===== config.mk =====
export PLATFORM = sky130hd
export DESIGN_NAME = uart_tx_arbiter_flat
export DESIGN_NICKNAME = d
export VERILOG_FILES = /design/src/rtl/uart_tx_arbiter_if.sv /design/src/rtl/uart_tx_arbiter.sv /design/src/flat_wrapper.sv
export SDC_FILE = /design/constraint.sdc
export NUM_CORES = 1
export LEC_CHECK = 0
export BUFFER_PORTS_ARGS = -buffer_cell sky130_fd_sc_hd__clkbuf_2
export CORE_ASPECT_RATIO = 2
export CORE_MARGIN = 2
export CORE_UTILIZATION = 35
export DETAILED_ROUTE_END_ITERATION = 10
export PLACE_DENSITY = 0.62
export SYNTH_ARGS = -nofsm -noshare
export SYNTH_HDL_FRONTEND = slang
export SYNTH_SLANG_ARGS = --single-unit

===== constraint.sdc =====
create_clock -name clkTx -period 2.1 [get_ports clkTx]
set_input_delay 0.105 -clock clkTx [delete_from_list [all_inputs] [get_ports clkTx]]
set_output_delay 0.105 -clock clkTx [all_outputs]
set_load 0.03 [all_outputs]

===== src/rtl/uart_tx_arbiter_if.sv =====
`default_nettype none
// ============================================================================
// Module  : uart_tx_arbiter_if
// Brief   : Requester handshake and transmitter launch bundle for the arbiter.
// Revision: 1.0 - initial release
// ============================================================================
interface uart_tx_arbiter_if #(
    parameter int NUM_REQ = 4
);
    localparam int ID_W = $clog2(NUM_REQ);

    logic [NUM_REQ-1:0]   req_valid;
    logic [8*NUM_REQ-1:0] req_data;
    logic [NUM_REQ-1:0]   req_ready;
    logic [7:0]           txData;
    logic                 txStart;
    logic [ID_W-1:0]      gnt_id;
    logic                 busy;
    logic [15:0]          frames_sent;

    modport master (
        output req_valid, req_data,
        input  req_ready, txData, txStart, gnt_id, busy, frames_sent
    );

    modport slave (
        input  req_valid, req_data,
        output req_ready, txData, txStart, gnt_id, busy, frames_sent
    );
endinterface
`default_nettype wire


===== src/rtl/uart_tx_arbiter.sv =====
`default_nettype none
// ============================================================================
// Module  : uart_tx_arbiter
// Brief   : Round-robin sharing of one UART transmitter; one launch per frame window.
// Revision: 1.0 - initial release
// ============================================================================
module uart_tx_arbiter #(
    parameter int NUM_REQ        = 4,
    parameter int CLOCKS_PER_BIT = 87,
    parameter int GAP_CLKS       = 2
) (
    input  wire logic        clkTx,
    input  wire logic        resetreg,
    uart_tx_arbiter_if.slave bus
);
    localparam int FRAME_CLKS = 10 * CLOCKS_PER_BIT + GAP_CLKS;
    localparam int CNT_W      = $clog2(FRAME_CLKS + 1);
    localparam int ID_W       = $clog2(NUM_REQ);

    localparam logic [CNT_W-1:0] CNT_LAST  = CNT_W'(FRAME_CLKS - 1);
    localparam logic [ID_W:0]    NUM_REQ_W = (ID_W + 1)'(NUM_REQ);
    localparam logic [ID_W-1:0]  LAST_ID   = ID_W'(NUM_REQ - 1);

    typedef enum logic [1:0] {
        IDLE  = 2'd0,
        START = 2'd1,
        FRAME = 2'd2
    } state_t;

    state_t             state;
    state_t             state_nxt;
    logic [ID_W-1:0]    rr_ptr;
    logic [CNT_W-1:0]   frame_cnt;
    logic [7:0]         tx_data;
    logic [ID_W-1:0]    gnt;
    logic [15:0]        frame_total;

    logic               win_found;
    logic [ID_W-1:0]    win_id;
    logic [ID_W:0]      cand_sum;
    logic [ID_W-1:0]    rr_nxt;
    logic [NUM_REQ-1:0] ready_vec;
    logic               accept;

    // Search upward from rr_ptr; rr_ptr and k are both below NUM_REQ, so one
    // conditional subtract is enough to wrap.
    always_comb begin
        win_found = 1'b0;
        win_id    = '0;
        cand_sum  = '0;
        for (int k = 0; k < NUM_REQ; k++) begin
            cand_sum = {1'b0, rr_ptr} + (ID_W + 1)'(k);
            if (cand_sum >= NUM_REQ_W) begin
                cand_sum = cand_sum - NUM_REQ_W;
            end
            if (!win_found && bus.req_valid[cand_sum[ID_W-1:0]]) begin
                win_found = 1'b1;
                win_id    = cand_sum[ID_W-1:0];
            end
        end
    end

    always_comb begin
        rr_nxt = (win_id == LAST_ID) ? '0 : win_id + ID_W'(1);
    end

    assign accept = (state == IDLE) && win_found;

    always_comb begin
        ready_vec = '0;
        if (accept) begin
            ready_vec = NUM_REQ'(1) << win_id;
        end
    end

    always_ff @(posedge clkTx or posedge resetreg) begin
        if (resetreg) begin
            state <= IDLE;
        end else begin
            state <= state_nxt;
        end
    end

    always_comb begin
        state_nxt = state;
        case (state)
            IDLE:    if (win_found) state_nxt = START;
            START:   state_nxt = FRAME;
            FRAME:   if (frame_cnt == CNT_LAST) state_nxt = IDLE;
            default: state_nxt = IDLE;
        endcase
    end

    // txData/gnt only load on acceptance, so they stay put for the whole window.
    always_ff @(posedge clkTx or posedge resetreg) begin
        if (resetreg) begin
            rr_ptr      <= '0;
            tx_data     <= '0;
            gnt         <= '0;
            frame_cnt   <= '0;
            frame_total <= '0;
        end else begin
            if (accept) begin
                tx_data <= bus.req_data[{win_id, 3'b000} +: 8];
                gnt     <= win_id;
                rr_ptr  <= rr_nxt;
            end
            if (state == START) begin
                frame_total <= frame_total + 16'd1;
                frame_cnt   <= '0;
            end else if (state == FRAME) begin
                frame_cnt <= frame_cnt + CNT_W'(1);
            end
        end
    end

    assign bus.req_ready   = ready_vec;
    assign bus.txData      = tx_data;
    assign bus.txStart     = (state == START);
    assign bus.gnt_id      = gnt;
    assign bus.busy        = (state != IDLE);
    assign bus.frames_sent = frame_total;

endmodule
`default_nettype wire


===== src/flat_wrapper.sv =====
// flat-port wrapper written by rule: the top's interface ports become plain ports
module uart_tx_arbiter_flat 
#(
    parameter int NUM_REQ        = 4,
    parameter int CLOCKS_PER_BIT = 87,
    parameter int GAP_CLKS       = 2
)
  (clkTx, resetreg, bus_req_valid, bus_req_data, bus_req_ready, bus_txData, bus_txStart, bus_gnt_id, bus_busy, bus_frames_sent);
  uart_tx_arbiter_if #(.NUM_REQ(NUM_REQ)) bus_i ();
  input  wire logic clkTx;
  input  wire logic resetreg;
  input wire logic [$bits(bus_i.req_valid)-1:0] bus_req_valid;
  input wire logic [$bits(bus_i.req_data)-1:0] bus_req_data;
  output wire logic [$bits(bus_i.req_ready)-1:0] bus_req_ready;
  output wire logic [$bits(bus_i.txData)-1:0] bus_txData;
  output wire logic [$bits(bus_i.txStart)-1:0] bus_txStart;
  output wire logic [$bits(bus_i.gnt_id)-1:0] bus_gnt_id;
  output wire logic [$bits(bus_i.busy)-1:0] bus_busy;
  output wire logic [$bits(bus_i.frames_sent)-1:0] bus_frames_sent;
  assign bus_i.req_valid = bus_req_valid;
  assign bus_i.req_data = bus_req_data;
  assign bus_req_ready = bus_i.req_ready;
  assign bus_txData = bus_i.txData;
  assign bus_txStart = bus_i.txStart;
  assign bus_gnt_id = bus_i.gnt_id;
  assign bus_busy = bus_i.busy;
  assign bus_frames_sent = bus_i.frames_sent;
  uart_tx_arbiter #(.NUM_REQ(NUM_REQ), .CLOCKS_PER_BIT(CLOCKS_PER_BIT), .GAP_CLKS(GAP_CLKS)) u_core (.clkTx(clkTx), .resetreg(resetreg), .bus(bus_i));
endmodule

==> flow_metrics.env, run 1 <==
export IMPL_status="completed"
export IMPL_cts_made_buffers=5
export IMPL_power_density_nw_per_um2=1450
export IMPL_p_leak_nw=1.41
export IMPL_slew_viol_final=0
export IMPL_port_buffers=69
export IMPL_r2r_start="u_core.rr_ptr[0]"
export IMPL_dr_first_iter_drc_count=51
export IMPL_yosysUniqueCellTypes=38
export IMPL_path_clk_slew_ns=0.06
export IMPL_syn_area_per_cell_um2=10.5
export IMPL_yosysMostFrequentCell="dfrtp_1"
export IMPL_synthCells=203
export IMPL_grt_pass1_wl_um=8060
export IMPL_grt_max_degree=41
export IMPL_die_h_um=114
export IMPL_seq_area_frac_synth=0.471
export IMPL_rsz0062_at_grt="false"
export IMPL_grtUsageMet1=0.153
export IMPL_gr_max_usage_layer="met2"
export IMPL_synth_seq_cells=40
export IMPL_cp_startpoint="u_core.rr_ptr[0]"
export IMPL_ir_drop_v=0.000491
export IMPL_syn_cell_area_um2=2120
export IMPL_crit_arrival_ns=1.90
export IMPL_use_met2=0.300
export IMPL_worstHoldStart="bus_req_data[30]"
export IMPL_htree_levels=2
export IMPL_synth_warning_count=0
export IMPL_syn_to_final_growth_pct=29.2
export IMPL_worst_slack_ns=0.0997
export IMPL_grt_usage=0.157
export IMPL_cts_root_buf="clkbuf_16"
export IMPL_synth_fp_nets=247
export IMPL_cp_end_kind="output pin"
export IMPL_drc=0
export IMPL_dp_cells=334
export IMPL_start_util=0.357
export IMPL_final_cell_area_um2=2740
export IMPL_hold_class="in2reg"
export IMPL_dr_total_vias=1792
export IMPL_fin_cells=343
export IMPL_max_freq_mhz=500
export IMPL_synth_common_cells="40 x dfrtp_1, 25 x nand2_1, 17 x mux2i_1"
export IMPL_cp_start_kind="flop"
export IMPL_post_route_min_period_ns=2.00
export IMPL_fin_nets=323
export IMPL_route_detailed_wl_per_inst_um=14.5
export IMPL_synth_mux_area_frac=0.0960
export IMPL_yosysTopAreaCell="dfrtp_1"
export IMPL_finalSetupViolCount=0
export IMPL_crit_required_ns=2.00
export IMPL_grtUsageMet3=0.0249
export IMPL_synth_flop_cell="dfrtp_1"
export IMPL_hold_viol_final=0
export IMPL_yosys_area_share_simple=0.165
export IMPL_die_w_um=59.1
export IMPL_die_area_um2=6750
export IMPL_design_core_area_um2=5960
export IMPL_pre_cts_ws_ns=-0.0297
export IMPL_r2r_worst_path_cells=5
export IMPL_cap_violations=0
export IMPL_antenna_cells=0
export IMPL_first_global_vias=1781
export IMPL_hold_depth=3
export IMPL_synth_compound_area_frac=0.111
export IMPL_fin_tns_setup_ns=0
export IMPL_vias_per_cell=5.22
export IMPL_crit_fanout=17
export IMPL_tightest_slew_ns=0.735
export IMPL_min_period_over_period=0.953
export IMPL_synth_top_area_share=0.471
export IMPL_cts_tree="done"
export IMPL_place_hpwl_um=3820
export IMPL_drt_antenna_violating_nets=0
export IMPL_path_class="reg2out"
export IMPL_clock_path_buffers=2
export IMPL_ios=70
export IMPL_place_congestion=0.857
export IMPL_grt_ovfl_total=0
export IMPL_relSlewSlack=0.510
export IMPL_numClockSinks=40
export IMPL_clock_latency_ns=0.28
export IMPL_synthArstFlopShare=1.00
export IMPL_post_route_util=0.461
export IMPL_drtPass1Iterations=4
export IMPL_wl_um=4960
export IMPL_place_area_um2=2530
export IMPL_drive_above_1_share=0.325
export IMPL_num_rows=40
export IMPL_synth_xor_area_frac=0.0742
export IMPL_synth_fa_ha_area_frac=0.0353
export IMPL_synth_area_leaders="dfrtp_1 47%, mux2i_1 8.0%, xnor2_1 4.9%, nand2_1 4.4%, o221ai_1 3.7%"
export IMPL_antenna_found_initial=0
export IMPL_synth_edf_count=0
export IMPL_synth_top_family_by_area="simple AND/OR/NAND/NOR gates"
export IMPL_finalClockSkew_ns=0.00609
==> final timing paths <==
kind / endpoint / slack, ns
worst max-delay path: bus_req_ready[3] / 0.1
worst min-delay path: u_core.bus.txData[6] / 0.14
worst max register to register: u_core.bus.txData[1] / 0.33
worst min register to register: u_core.bus.frames_sent[15] / 0.48
max in group asynchronous: u_core.rr_ptr[1] / 1.24
min in group asynchronous: u_core.state[0] / 0.48
==> layer usage <==
layer | vias to the layer above | part of all wire
met3 | 8 | 0.042
met2 | 58 | 0.57
met4 | 0 | 0.025
li1 | 873 | -
met5 | - | 0
met1 | 853 | 0.36
==> worst max-delay path: stages, from the launching register on <==
cell      delay, ns
dfrtp_1        0.35
buf_4          0.12
nor2b_1        0.06
o21ai_1        0.28
o221ai_4       0.37
nor2_1         0.20
clkbuf_2       0.23
==> metrics by stage <==
stage	power [W]	hold slack, ns
detailed placement	0.00307	0.250
global route	0.00428	0.156
floorplan	0.00259	0.323
global placement	0.00305	0.258
CTS	0.00403	0.139
finish	0.00399	0.141
==> report_power, final <==
| group | switching, W | internal [W] | leakage (nW) | total (W) |
|---|---|---|---|---|
| clock | 0.000302 | 0.000626 | 0.0901 | 0.000927 |
| sequential | 0.000223 | 0.00101 | 0.517 | 0.00124 |
| combinational | 0.00115 | 0.000673 | 0.800 | 0.00183 |
==> repair_timing <==
| item | CTS | global route |
|---|---|---|
| gates resized for setup | 2 | 3 |
| hold endpoints to repair | 40 | 0 |
| setup endpoints to repair | 2 | 3 |
| hold buffers | 1 | 0 |
| setup buffers | 0 | 0 |
| pin swaps | 0 | 0 |
==> cell type report <==
class / count / area, um^2
well taps: 63 / 78.8
fillers: 578 / 3210
flip-flops and latches: 40 / 1000
inverters: 10 / 37.5
clock buffers: 7 / 153
repair buffers: 75 / 393
multi-input cells: 147 / 1050
clock inverters: 1 / 30.0
==> sequential cells by signal, indices dropped and copies added, names as in the netlist <==
register,cells
u_core.frame_cnt,10
u_core.bus.gnt_id,2
u_core.rr_ptr,2
u_core.state,2
u_core.bus.frames_sent,16
u_core.bus.txData,8
==> cell usage in the layout (no fill, tap or decap), drive strengths merged, types with 4 or more instances in the layout <==
cell type and count:
a21oi 4, a22o 4, and3 5, buf 5, clkbuf 76, dfrtp 40, ha 6, inv 10
mux2i 17, nand2 25, nand3 6, nand4 8, nor2 15, o21ai 5, o221ai 9, xnor2 12
xor2 6
==> cell families (layout without fill, tap and decap cells) <==
| kind of cell | Yosys count | count (layout) |
|---|---|---|
| multiplexers | 20 | 20 |
| AO/OA/AOI/OAI | 31 | 31 |
| flip-flops | 40 | 40 |
| XOR/XNOR | 18 | 18 |
| adder cells (fa/ha/maj) | 6 | 6 |
| AND/OR/NAND/NOR | 72 | 72 |
| buffers and inverters | 16 | 93 |
Note: power is estimated with default switching activity, not from simulation.
==> inputs of run 2 (changes only) <==
- ABC_AREA: unset -> 1
- CORE_MARGIN: 2 -> 1
- PLACE_DENSITY: 0.62 -> 0.61
==> flow_metrics.env, run 2 <==
export IMPL_htree_levels=2
export IMPL_die_area_um2=7260
export IMPL_fin_nets=469
export IMPL_pwr_share_clk=0.422
export IMPL_synthArstFlopShare=1.00
export IMPL_switching_share=0.224
export IMPL_clock_latency_ns=0.28
export IMPL_dp_cells=491
export IMPL_syn_to_final_growth_pct=38.1
export IMPL_seq_area_frac_synth=0.414
export IMPL_largest_reg_flops=16
export IMPL_drt_antenna_violating_nets=0
export IMPL_power_internal_w=0.00129
export IMPL_min_period_over_period=0.966
export IMPL_crit_path_max_incr_delay_ns=0.42
export IMPL_port_buffers=69
export IMPL_post_route_util=0.504
export IMPL_finalPower_w=0.00166
export IMPL_p_seq_frac=0.465
export IMPL_finalClockSkew_ns=0.00587
export IMPL_syn_area_per_cell_um2=7.28
export IMPL_status="completed"
export IMPL_crit_arrival_ns=1.92
export IMPL_yosysMostFrequentCell="nand2_1"
export IMPL_finalSetupViolCount=0
export IMPL_path_class="reg2out"
export IMPL_cts_made_buffers=5
export IMPL_grt_max_degree=41
export IMPL_crit_chain="buf_6, inv_8, nand2_4, nand3_2, nand2_2, nor2_4, nand4_1, nand3_4, buf_4, nand2_2, inv_2, buf_6"
export IMPL_switchingPower_w=0.000372
export IMPL_synth_warning_count=0
export IMPL_clock_path_buffers=2
export IMPL_die_h_um=120
export IMPL_cp_start_kind="flop"
export IMPL_vias_per_cell=4.66
export IMPL_synth_common_cells="140 x nand2_1, 40 x dfrtp_1, 32 x inv_1"
export IMPL_power_density_nw_per_um2=496
export IMPL_dr_total_vias=2392
export IMPL_yosysUniqueCellTypes=29
export IMPL_first_global_vias=2249
export IMPL_grt_pass1_wl_um=9230
export IMPL_numClockSinks=40
export IMPL_hold_viol_final=0
export IMPL_ir_drop_v=0.000367
export IMPL_path_clk_slew_ns=0.05
export IMPL_path_buf_inv=5
export IMPL_antenna_found_initial=0
export IMPL_fin_tns_setup_ns=0
export IMPL_synth_top_area_share=0.414
export IMPL_ios=70
export IMPL_cts_tree="done"
export IMPL_relSlewSlack=0.668
export IMPL_rsz0062_at_grt="true"
export IMPL_dr_first_iter_drc_count=100
export IMPL_fin_cells=513
export IMPL_grt_ovfl_total=0
export IMPL_die_w_um=60.8
export IMPL_final_common_cell="nand2_1"
export IMPL_tightest_slew_ns=0.498
export IMPL_antenna_cells=0
export IMPL_synthCells=332
export IMPL_critPathTopFamily="simple AND/OR/NAND/NOR gates"
export IMPL_cap_violations=0
export IMPL_place_congestion=0.847
export IMPL_drc=0
export IMPL_synth_seq_cells=40
export IMPL_design_core_area_um2=6620
export IMPL_drtPass1Iterations=4
export IMPL_yosysTopAreaCell="dfrtp_1"
export IMPL_max_freq_mhz=493
export IMPL_synth_fp_nets=376
export IMPL_cp_end_kind="output pin"
export IMPL_p_leak_nw=1.88
export IMPL_start_util=0.365
export IMPL_comb_power_share=0.113
export IMPL_cts_root_buf="clkbuf_16"
export IMPL_place_hpwl_um=4460
export IMPL_synth_area_leaders="dfrtp_1 41%, nand2_1 22%, nand4_1 5.7%, inv_1 5.0%, xnor2_1 3.6%"
export IMPL_slew_viol_final=0
export IMPL_syn_cell_area_um2=2420
export IMPL_num_rows=42
export IMPL_grt_usage=0.164
export IMPL_critPathSlowestCell="dfrtp_2"
export IMPL_wl_um=5910
export IMPL_crit_fanout=5
export IMPL_post_route_min_period_ns=2.03
export IMPL_final_cell_mix="123 x nand2_1, 65 x clkbuf_2, 38 x dfrtp_1, 28 x inv_1, 22 x nand4_1"
export IMPL_drive_above_1_share=0.346
export IMPL_synth_edf_count=0
export IMPL_synth_flop_cell="dfrtp_1"
export IMPL_crit_required_ns=2.00
export IMPL_route_detailed_wl_per_inst_um=11.5
export IMPL_hold_class="in2reg"
run 2: cell count changes in the layout (fill, tap and decap cells not counted), moves of 14 or more:
| cell | before | now |
|---|---|---|
| mux2i_1 | 17 | 0 |
| buf_4 | 5 | 20 |
| nand4_1 | 8 | 22 |
| nand2_1 | 24 | 123 |
| nand2_2 | 1 | 16 |
| inv_1 | 9 | 28 |
run 2: path summary, 6_finish.rpt:
| kind | end | slack, ns | depth (start not counted) | from |
|---|---|---|---|---|
| min reg2reg | u_core.bus.frames_sent[15] | 0.47 | 1 | u_core.bus.frames_sent[15] |
| max in group asynchronous | u_core.rr_ptr[1] | 1.25 | 4 | resetreg |
| min in group asynchronous | u_core.bus.txData[0] | 0.48 | 4 | resetreg |
| max reg2reg | u_core.bus.txData[1] | 0.12 | 17 | u_core.rr_ptr[0] |
| max | bus_req_ready[2] | 0.07 | 12 | u_core.rr_ptr[0] |
| min | u_core.bus.txData[7] | 0.21 | 7 | bus_req_data[7] |
run 2: layout make-up:
cell class / instances / area (um^2)
multi-input cells: 248 / 1370
clock inverters: 1 / 5.00
repair buffers: 93 / 573
fillers: 667 / 3280
repair inverters: 1 / 6.26
flip-flops and latches: 40 / 1000
well taps: 88 / 110
clock buffers: 6 / 129
inverters: 36 / 145
run 2: repair_timing:
action | 4_1_cts | 5_1_grt
setup buffers | 6 | 7
resized for setup | 11 | 52
endpoints found under the setup margin | 4 | 16
gates cloned | 0 | 1
pin swaps | 1 | 19
endpoints found under the hold margin | 40 | 0
hold buffers | 1 | 0
run 2: per-layer routing:
metal  track usage  share of wire
met5             0              0
met4        0.0582          0.020
met3        0.0302          0.041
met2         0.316           0.56
met1         0.163           0.38
run 2: worst min-delay path, cell delays in order:
cell and delay [ns]:
clkbuf_2 0.07, nand2_1 0.04, nand2_1 0.05, nand2_1 0.04
nand2_1 0.05, nand2_1 0.04, nand2_1 0.05
run 2: through the flow:
stage	setup WS, ns	cell area, um^2	hold slack (ns)
final	0.0710	3340	0.206
after global routing	-0.0545	3340	0.244
after CTS	-0.00684	3130	0.208
after detailed placement	0.0320	2920	0.243
after global placement	0.109	2920	0.246
after floorplan	0.00453	2430	0.323
run 2: power by group through the flow:
stage	clock, W	sequential [W]	combinational, W
3_5_place_dp	0	0.000785	0.000167
3_3_place_gp	0	0.000785	0.000165
6_report	0.000699	0.000771	0.000187
4_1_cts	0.000719	0.000771	0.000173
2_1_floorplan	0	0.000785	0.000104
5_1_grt	0.000757	0.000771	0.000211
run 2: logic make-up after synthesis:
| kind of cell | count (synthesis) | synth area share |
|---|---|---|
| flip-flops | 40 | 0.414 |
| AO/OA/AOI/OAI | 22 | 0.0481 |
| AND/OR/NAND/NOR | 206 | 0.377 |
| adder cells (fa/ha/maj) | 6 | 0.0311 |
| XOR/XNOR | 14 | 0.0507 |
| buffers and inverters | 44 | 0.0787 |
